## config.mk

```make
export PLATFORM = sky130hd
export DESIGN_NAME = mul_arbiter_flat
export DESIGN_NICKNAME = d
export VERILOG_FILES = /design/src/rtl/mul_arbiter_if.sv /design/src/rtl/mul_arbiter.sv /design/src/flat_wrapper.sv
export SDC_FILE = /design/constraint.sdc
export NUM_CORES = 1
export LEC_CHECK = 0
export ABC_CLOCK_PERIOD_IN_PS = 1400
export CAP_MARGIN = 40
export CORE_UTILIZATION = 37
export CTS_BUF_LIST = sky130_fd_sc_hd__clkbuf_8 sky130_fd_sc_hd__clkbuf_16
export CTS_CLUSTER_DIAMETER = 60
export DETAILED_ROUTE_END_ITERATION = 8
export MAX_ROUTING_LAYER = met4
export PLACE_DENSITY_LB_ADDON = 0.12
export RECOVER_POWER = 100
export SLEW_MARGIN = 20
export SYNTH_ARGS = -nofsm -noshare
export SYNTH_HDL_FRONTEND = slang
export SYNTH_SLANG_ARGS = --single-unit
```

## constraint.sdc

```tcl
create_clock -name clk -period 1.4 [get_ports clk]
set_clock_uncertainty 0.1 [all_clocks]
set_input_delay 0.21 -clock clk [delete_from_list [all_inputs] [get_ports clk]]
set_output_delay 0.21 -clock clk [all_outputs]
set_load 0.02 [all_outputs]
```

## src/rtl/mul_arbiter_if.sv

```systemverilog
// Bundle of signals between the requesters, the shared mul1616 multiplier
// and the arbiter that sequences them.
interface mul_arbiter_if;
  // Requester side
  logic [1:0]  req_valid;
  logic [15:0] req_a0;
  logic [15:0] req_b0;
  logic [15:0] req_a1;
  logic [15:0] req_b1;
  logic [1:0]  req_ack;
  logic        resp_valid;
  logic        resp_id;
  logic [31:0] resp_product;
  logic        resp_err;
  logic        busy;

  // Multiplier side
  logic        mul_ready;
  logic [15:0] mul_a;
  logic [15:0] mul_b;
  logic        mul_reset;
  logic        mul_done;
  logic [31:0] mul_product;

  // Arbiter view
  modport slave (
    input  req_valid, req_a0, req_b0, req_a1, req_b1, mul_done, mul_product,
    output req_ack, resp_valid, resp_id, resp_product, resp_err, busy,
           mul_ready, mul_a, mul_b, mul_reset
  );

  // Environment view (requesters plus multiplier)
  modport master (
    output req_valid, req_a0, req_b0, req_a1, req_b1, mul_done, mul_product,
    input  req_ack, resp_valid, resp_id, resp_product, resp_err, busy,
           mul_ready, mul_a, mul_b, mul_reset
  );
endinterface

```

## src/rtl/mul_arbiter.sv

```systemverilog
// Shares one 16x16 signed multiplier between two requesters (0 = EIS MUL,
// 1 = ASH scaling). Round-robin on contention, holds operands while the
// multiplier runs, returns the product to the owner, and aborts a hung
// multiplier after TIMEOUT cycles with an error response.
module mul_arbiter #(
  parameter int unsigned TIMEOUT = 40  // must be >= 20 to cover the 18-cycle multiply
) (
  input  logic         clk,
  input  logic         reset,
  mul_arbiter_if.slave bus
);

  localparam int unsigned     WD_W     = $clog2(TIMEOUT + 1);
  localparam logic [WD_W-1:0] WD_LIMIT = WD_W'(TIMEOUT - 1);

  typedef enum logic [1:0] {
    IDLE,
    ISSUE,
    ABORT,
    DRAIN
  } state_t;

  state_t          state;
  logic            rr;        // requester favoured on contention
  logic            owner;     // requester of the operation in flight
  logic [WD_W-1:0] watchdog;  // cycles since acceptance
  logic            abort_q;   // one-cycle multiplier reset during ABORT
  logic            win;

  logic [1:0]  req_ack_q;
  logic        resp_valid_q;
  logic        resp_id_q;
  logic [31:0] resp_product_q;
  logic        resp_err_q;
  logic        mul_ready_q;
  logic [15:0] mul_a_q;
  logic [15:0] mul_b_q;

  // Winner selection: a lone requester wins, contention goes to rr.
  always_comb begin
    // NOTE: default first so every path assigns win and no latch is inferred.
    win = 1'b0;
    if (bus.req_valid == 2'b11) win = rr;
    else                        win = bus.req_valid[1];
  end

  // Sequencer: accept, issue, abort on watchdog, drain, with registered outputs.
  always_ff @(posedge clk) begin
    // NOTE: all state here uses non-blocking assignments so every register
    // sees pre-edge values, independent of statement order.
    if (reset) begin
      // NOTE: operand registers are reset too because they drive the
      // multiplier pins directly; an op in flight is simply discarded.
      state          <= IDLE;
      rr             <= 1'b0;
      owner          <= 1'b0;
      watchdog       <= '0;
      abort_q        <= 1'b0;
      req_ack_q      <= 2'b00;
      resp_valid_q   <= 1'b0;
      resp_id_q      <= 1'b0;
      resp_product_q <= '0;
      resp_err_q     <= 1'b0;
      mul_ready_q    <= 1'b0;
      mul_a_q        <= '0;
      mul_b_q        <= '0;
    end else begin
      req_ack_q    <= 2'b00;
      resp_valid_q <= 1'b0;
      abort_q      <= 1'b0;

      case (state)
        IDLE: begin
          watchdog <= '0;
          if (|bus.req_valid) begin
            req_ack_q   <= win ? 2'b10 : 2'b01;
            mul_a_q     <= win ? bus.req_a1 : bus.req_a0;
            mul_b_q     <= win ? bus.req_b1 : bus.req_b0;
            owner       <= win;
            mul_ready_q <= 1'b1;
            watchdog    <= WD_W'(1);
            state       <= ISSUE;
          end
        end

        ISSUE: begin
          if (bus.mul_done) begin
            resp_product_q <= bus.mul_product;
            resp_valid_q   <= 1'b1;
            resp_id_q      <= owner;
            resp_err_q     <= 1'b0;
            rr             <= ~owner;
            mul_ready_q    <= 1'b0;
            state          <= DRAIN;
          end else if (watchdog == WD_LIMIT) begin
            mul_ready_q <= 1'b0;
            abort_q     <= 1'b1;
            state       <= ABORT;
          end else begin
            watchdog <= watchdog + 1'b1;
          end
        end

        ABORT: begin
          resp_product_q <= '0;
          resp_valid_q   <= 1'b1;
          resp_id_q      <= owner;
          resp_err_q     <= 1'b1;
          rr             <= ~owner;
          state          <= DRAIN;
        end

        DRAIN: begin
          state <= IDLE;
        end

        default: state <= IDLE;
      endcase
    end
  end

  assign bus.req_ack      = req_ack_q;
  assign bus.resp_valid   = resp_valid_q;
  assign bus.resp_id      = resp_id_q;
  assign bus.resp_product = resp_product_q;
  assign bus.resp_err     = resp_err_q;
  assign bus.busy         = (state != IDLE);
  assign bus.mul_ready    = mul_ready_q;
  assign bus.mul_a        = mul_a_q;
  assign bus.mul_b        = mul_b_q;
  assign bus.mul_reset    = reset | abort_q;

endmodule

```

## src/flat_wrapper.sv

```systemverilog
// flat-port wrapper written by rule: the top's interface ports become plain ports
module mul_arbiter_flat 
#(
  parameter int unsigned TIMEOUT = 40                                                 
)
  (clk, reset, bus_req_valid, bus_req_a0, bus_req_b0, bus_req_a1, bus_req_b1, bus_mul_done, bus_mul_product, bus_req_ack, bus_resp_valid, bus_resp_id, bus_resp_product, bus_resp_err, bus_busy, bus_mul_ready, bus_mul_a, bus_mul_b, bus_mul_reset);
  mul_arbiter_if bus_i ();
  input  logic clk;
  input  logic reset;
  input wire logic [$bits(bus_i.req_valid)-1:0] bus_req_valid;
  input wire logic [$bits(bus_i.req_a0)-1:0] bus_req_a0;
  input wire logic [$bits(bus_i.req_b0)-1:0] bus_req_b0;
  input wire logic [$bits(bus_i.req_a1)-1:0] bus_req_a1;
  input wire logic [$bits(bus_i.req_b1)-1:0] bus_req_b1;
  input wire logic [$bits(bus_i.mul_done)-1:0] bus_mul_done;
  input wire logic [$bits(bus_i.mul_product)-1:0] bus_mul_product;
  output wire logic [$bits(bus_i.req_ack)-1:0] bus_req_ack;
  output wire logic [$bits(bus_i.resp_valid)-1:0] bus_resp_valid;
  output wire logic [$bits(bus_i.resp_id)-1:0] bus_resp_id;
  output wire logic [$bits(bus_i.resp_product)-1:0] bus_resp_product;
  output wire logic [$bits(bus_i.resp_err)-1:0] bus_resp_err;
  output wire logic [$bits(bus_i.busy)-1:0] bus_busy;
  output wire logic [$bits(bus_i.mul_ready)-1:0] bus_mul_ready;
  output wire logic [$bits(bus_i.mul_a)-1:0] bus_mul_a;
  output wire logic [$bits(bus_i.mul_b)-1:0] bus_mul_b;
  output wire logic [$bits(bus_i.mul_reset)-1:0] bus_mul_reset;
  assign bus_i.req_valid = bus_req_valid;
  assign bus_i.req_a0 = bus_req_a0;
  assign bus_i.req_b0 = bus_req_b0;
  assign bus_i.req_a1 = bus_req_a1;
  assign bus_i.req_b1 = bus_req_b1;
  assign bus_i.mul_done = bus_mul_done;
  assign bus_i.mul_product = bus_mul_product;
  assign bus_req_ack = bus_i.req_ack;
  assign bus_resp_valid = bus_i.resp_valid;
  assign bus_resp_id = bus_i.resp_id;
  assign bus_resp_product = bus_i.resp_product;
  assign bus_resp_err = bus_i.resp_err;
  assign bus_busy = bus_i.busy;
  assign bus_mul_ready = bus_i.mul_ready;
  assign bus_mul_a = bus_i.mul_a;
  assign bus_mul_b = bus_i.mul_b;
  assign bus_mul_reset = bus_i.mul_reset;
  mul_arbiter #(.TIMEOUT(TIMEOUT)) u_core (.clk(clk), .reset(reset), .bus(bus_i));
endmodule
```

Yosys cells after proc, flatten, opt, wreduce, memory -nomap -nowiden --
Index checks and enable logic that the tools add are counted.
Storage, ports and cells: register bits after elaboration 81, input bits 101, output and inout bits 72, word-level logic and storage cells 68
Cells by class: $add $sub $neg 1, equal/unequal tests 10, muxes and demuxes 27, bitwise logic cells 5, reductions and logical operators 12
Operators by type and width (number):
- case mux 32 bit (2 select lines) | 1
- 2-to-1 mux 16 bit | 2
- 2-to-1 mux 32 bit | 1
- 2-to-1 mux 6 bit | 2
- case mux 6 bit (2 select lines) | 1
- 2-to-1 mux 1 bit | 10
- case mux 1 bit (2 select lines) | 5
- 2-to-1 mux 2 bit | 4
- case mux 2 bit (4 select lines) | 1
- adder 6 x 1 -> 6 bit (second input constant) | 1
- == test 2 bit (second input constant) | 3
- == test 6 bit (second input constant) | 1
- != test 2 bit (second input constant) | 3
- AND reduction 2 bit | 3
- AND reduction 3 bit | 2
- nonzero test 2 bit | 3
- OR reduction 3 bit | 2
- NOT 1 bit | 4
- != test 3 x 2 -> 1 bit (second input constant) | 1
- == test 2 x 1 -> 1 bit (second input constant) | 1
- logical NOT 2 bit | 1
- != test 2 x 1 -> 1 bit (second input constant) | 1
- OR reduction 2 bit | 1
- OR 1 bit | 1

Longest topological paths before layout --
word-level depth 4, depth in mapped cells 8, depth with buffers taken out 6

Least setup slack after synthesis --
No wires, ideal clock.
kind register -> register, from register u_core.state[0], to register u_core.mul_b_q[2] (netlist: u_core.bus.mul_b[2]), library setup time 81 ps, arrival time 1372 ps, data required time 1219 ps, path slack -153 ps, stages on the path, launching flop included 8, buffers on the path 1, cells stage by stage dfxtp_1 -> inv_1 -> ha_1 -> inv_2 -> nor2_4 -> buf_2 -> nor2_1 -> a211oi_2
On the way: longest elaborated chain between the ends 2
RTL lines:
- from (decl) | line mul_arbiter.sv:23 | state_t state;
- from (signal assigned) | line mul_arbiter.sv:54 | state <= IDLE;
- from (signal assigned) | line mul_arbiter.sv:82 | state <= ISSUE;
- from (signal assigned) | line mul_arbiter.sv:94 | state <= DRAIN;
- logical NOT 2 bit | line mul_arbiter.sv:72 | case (state)
- AND reduction 2 bit (no source line)
- to (signal assigned) | line mul_arbiter.sv:78 | mul_b_q <= win ? bus.req_b1 : bus.req_b0;
- to (decl) | line mul_arbiter.sv:37 | logic [15:0] mul_b_q;
Every way passes these cells. A chain may end at the register's enable or synchronous reset.

Final worst setup path --
from register u_core.state[0], to register u_core.resp_product_q[30] (netlist: u_core.bus.resp_product[30])
On the way: longest elaborated chain between the ends 3
RTL lines:
- == test 2 x 1 -> 1 bit or == test 2 bit (tied branches) | line mul_arbiter.sv:72
- != test 2 bit (no source line) or nonzero test 2 bit (tied branches)
- AND reduction 2 bit (no source line)
- to (signal assigned) | line mul_arbiter.sv:88 | resp_product_q <= bus.mul_product;
- to (decl) | line mul_arbiter.sv:33 | logic [31:0] resp_product_q;
Parallel ways exist; a longest one is shown, timed or not.

==> results.cfg <==
[pwr]
combPwrFrac_pct = 59.1
seqPwrFrac_pct = 26.9
internal-power_mw = 7.50
swShare_pct = 39.0
power_leakage_nw = 2.73
p_switching_mw = 4.80
totalPowerFinal_mw = 12.3
power_density_nw_per_um2 = 1890
ir_drop_uv = 791
clock_power_share_pct = 14.0

[global_route]
grt_use_met1_pct = 25.6
antenna_found_initial = 0
grt_max_degree = 53
grt_use_met2_pct = 36.5
grt_usage_pct = 21.7
grt_overflow = 0
grt_pass1_wl_um = 16400
busiest_layer = met2
met3_usage_pct = 4.64
first_global_vias = 3364

[synthesis]
synthXorXnorAreaFrac_pct = 0
synth_top_area_cell = dfxtp_1
synthesis.yosys.warnings = 0
async_flop_share_pct = 0
synthMuxAreaShare_pct = 10.6
synth-compound-area-share_pct = 21.3
synth.net_count = 452
synth_top_flop_cell = dfxtp_1
yosysSeqAreaShare_pct = 46.1
synth_top_family_by_area = compound AO/OA/AOI/OAI gates
synth_cell_types = 41
syn-cell-area_um2 = 3520
synth-seq-cells = 81
synthAdderAreaFrac_pct = 1.78
synthCells = 346
syn_avg_cell_area_um2 = 10.2
synth_edf_count = 0
netlist.area_leader.share_pct = 46.1
synthTopCellsByArea = dfxtp_1 (46%), a211oi_2 (10%), mux2i_1 (10%), nor2_1 (8.0%), a22oi_1 (6.8%)
yosys.area_share.simple_pct = 14.4

[floorplan]
dieArea_um2 = 9910
core_area_um2 = 9240
row_count = 35
die_h_um = 99.5
ios = 173
start_util_pct = 38.1
die_w_um = 99.5

[cells_and_area]
multiInputGateArea_um2 = 2100
syn_to_final_growth_pct = 84.6
final_common_cell = clkdlybuf4s50_1
final_cell_mix = clkdlybuf4s50_1 (98), dfxtp_1 (79), nor2_1 (50), dlygate4sd2_1 (45)
diodes = 0
layout.nets = 668
nFillCells = 724
layout-drive-gt1-share_pct = 35.8
seq_area_um2 = 1630

[setup_path]
startpoint_type = register
crit_type = reg -> reg
cp.required_ps = 1530
critical_path_arrival_ps = 1720
cp_max_fo = 8
end_kind = register

[cts]
cts.sinks = 81
path_clk_slew_ps = 90
tritoncts = yes
clk_path_buf_depth = 2
root_buffer = clkbuf_8
cts-buffers-inserted = 9
hold_buffers = 0
clkLatencyLatePin_ps = 340
htreeDepth = 3

[routing]
remaining_drc_errors = 0
first_iter_violations = 69
vias_per_cell = 4.93
wl_um = 11300
post_drt_wl_per_cell_um = 16.2
vias = 3432
dr.pass1.iters = 4
final_antenna_net_count = 0

[sta]
rsz0062_at_grt = yes
drv_slew = 0
fmax_ghz = 0.630
finalHoldViolCount = 0
setup_viol = 76
fin_crit_ps = 1590
worst_pin_slew_ps = 426
maxSlewHeadroom_pct = 71.6
period_share_pct = 113
tns_ps = -7840
fin_ws_ps = -187

[placement]
hpwl_um = 6810
io_buffers = 172
gp_congestion = 0.765

[status]
status = finished with violations
violations = negative setup slack

[min_path]
worst_hold_path_type = in -> reg

[flow_run]
cap_violations = 0
==> cell type report <==
class                   count  share of cell area, %
clock inverters             6                  0.905
flip-flops and latches     81                   25.0
multi-input cells         235                   32.3
well taps                 129                   2.48
repair buffers            231                   36.8
inverters                   4                  0.347
clock buffers              10                   2.12
==> worst max-delay path, cell delays in order (launching register included) <==
cell     delay, ps
dfxtp_4        370
buf_6          120
ha_4           190
mux2i_4        200
buf_6          130
buf_12         140
a22oi_2        150
nor2_1          70
==> cell usage after synthesis (2+ instances only) <==
cell type	count
inv_1	3
buf_4	2
buf_6	4
a211oi_1	4
nor2_1	75
mux2i_1	35
nand2_1	9
a211oi_2	28
nor2b_1	3
nor3_1	4
a31oi_1	2
nand3_1	5
o21ai_0	2
clkbuf_1	5
nand3b_1	3
ha_1	5
a22oi_1	32
dfxtp_1	81
a311oi_1	4
nand2b_1	3
buf_1	3
a21oi_1	6
buf_2	9
buf_12	2
==> power groups by stage <==
stage	logic, mW	clock network, mW	registers (mW)
6_report	7.26	1.72	3.31
5_1_grt	7.70	1.87	3.38
4_1_cts	6.28	1.77	3.22
3_5_place_dp	5.24	0	3.24
3_3_place_gp	5.17	0	3.22
2_1_floorplan	2.66	0	3.84
==> sequential cells by signal, summed over array words and instances, names as in the netlist <==
name	cells
u_core.bus.resp_product	32
u_core.state	2
u_core.bus.resp_err	1
u_core.rr	1
u_core.bus.req_ack	2
u_core.abort_q	1
u_core.watchdog	6
u_core.owner	1
u_core.bus.mul_ready	1
u_core.bus.resp_valid	1
u_core.bus.resp_id	1
u_core.bus.mul_a	16
u_core.bus.mul_b	16
==> per-layer routing <==
metal  vias up  wire, um
li1       1667         -
met4         0       139
met5         -         0
met1      1631      4810
met3         9       625
met2       125      5680
==> through the flow <==
step	utilization (%)	instances	cell area [um^2]	hold WS [ps]	worst slack [ps]
6_report	70.3	696	6500	127	-187
5_1_grt	70.3	696	6500	113	-236
4_1_cts	66.2	687	6120	95.2	-185
3_5_place_dp	60.0	649	5550	382	-433
3_3_place_gp	60.0	649	5550	376	-422
2_1_floorplan	-	346	3590	261	-70.7
==> final timing paths <==
kind	startpoint	to	slack (ps)	cells after the start
setup reg to reg	u_core.state[0]	u_core.bus.resp_product[30]	-190	7
hold / removal	reset	u_core.watchdog[4]	130	3
hold reg to reg	u_core.bus.resp_product[0]	u_core.bus.resp_product[0]	400	2
setup / recovery	u_core.state[0]	u_core.bus.resp_product[30]	-190	7
==> logic make-up after synthesis <==
| group | Yosys count |
|---|---|
| mux | 36 |
| fa+ha+maj | 5 |
| flops | 81 |
| simple gates | 112 |
| compound gates | 82 |
| buf+inv | 30 |
==> timing repair <==
item / CTS / global route
pin swaps: 24 / 26
endpoints found under the hold margin: 0 / 0
buffers inserted: 17 / 13
gates resized for setup: 133 / 116
setup endpoints to repair: 144 / 94
gates cloned: 6 / 5
Power figures use the tool's default switching activity.
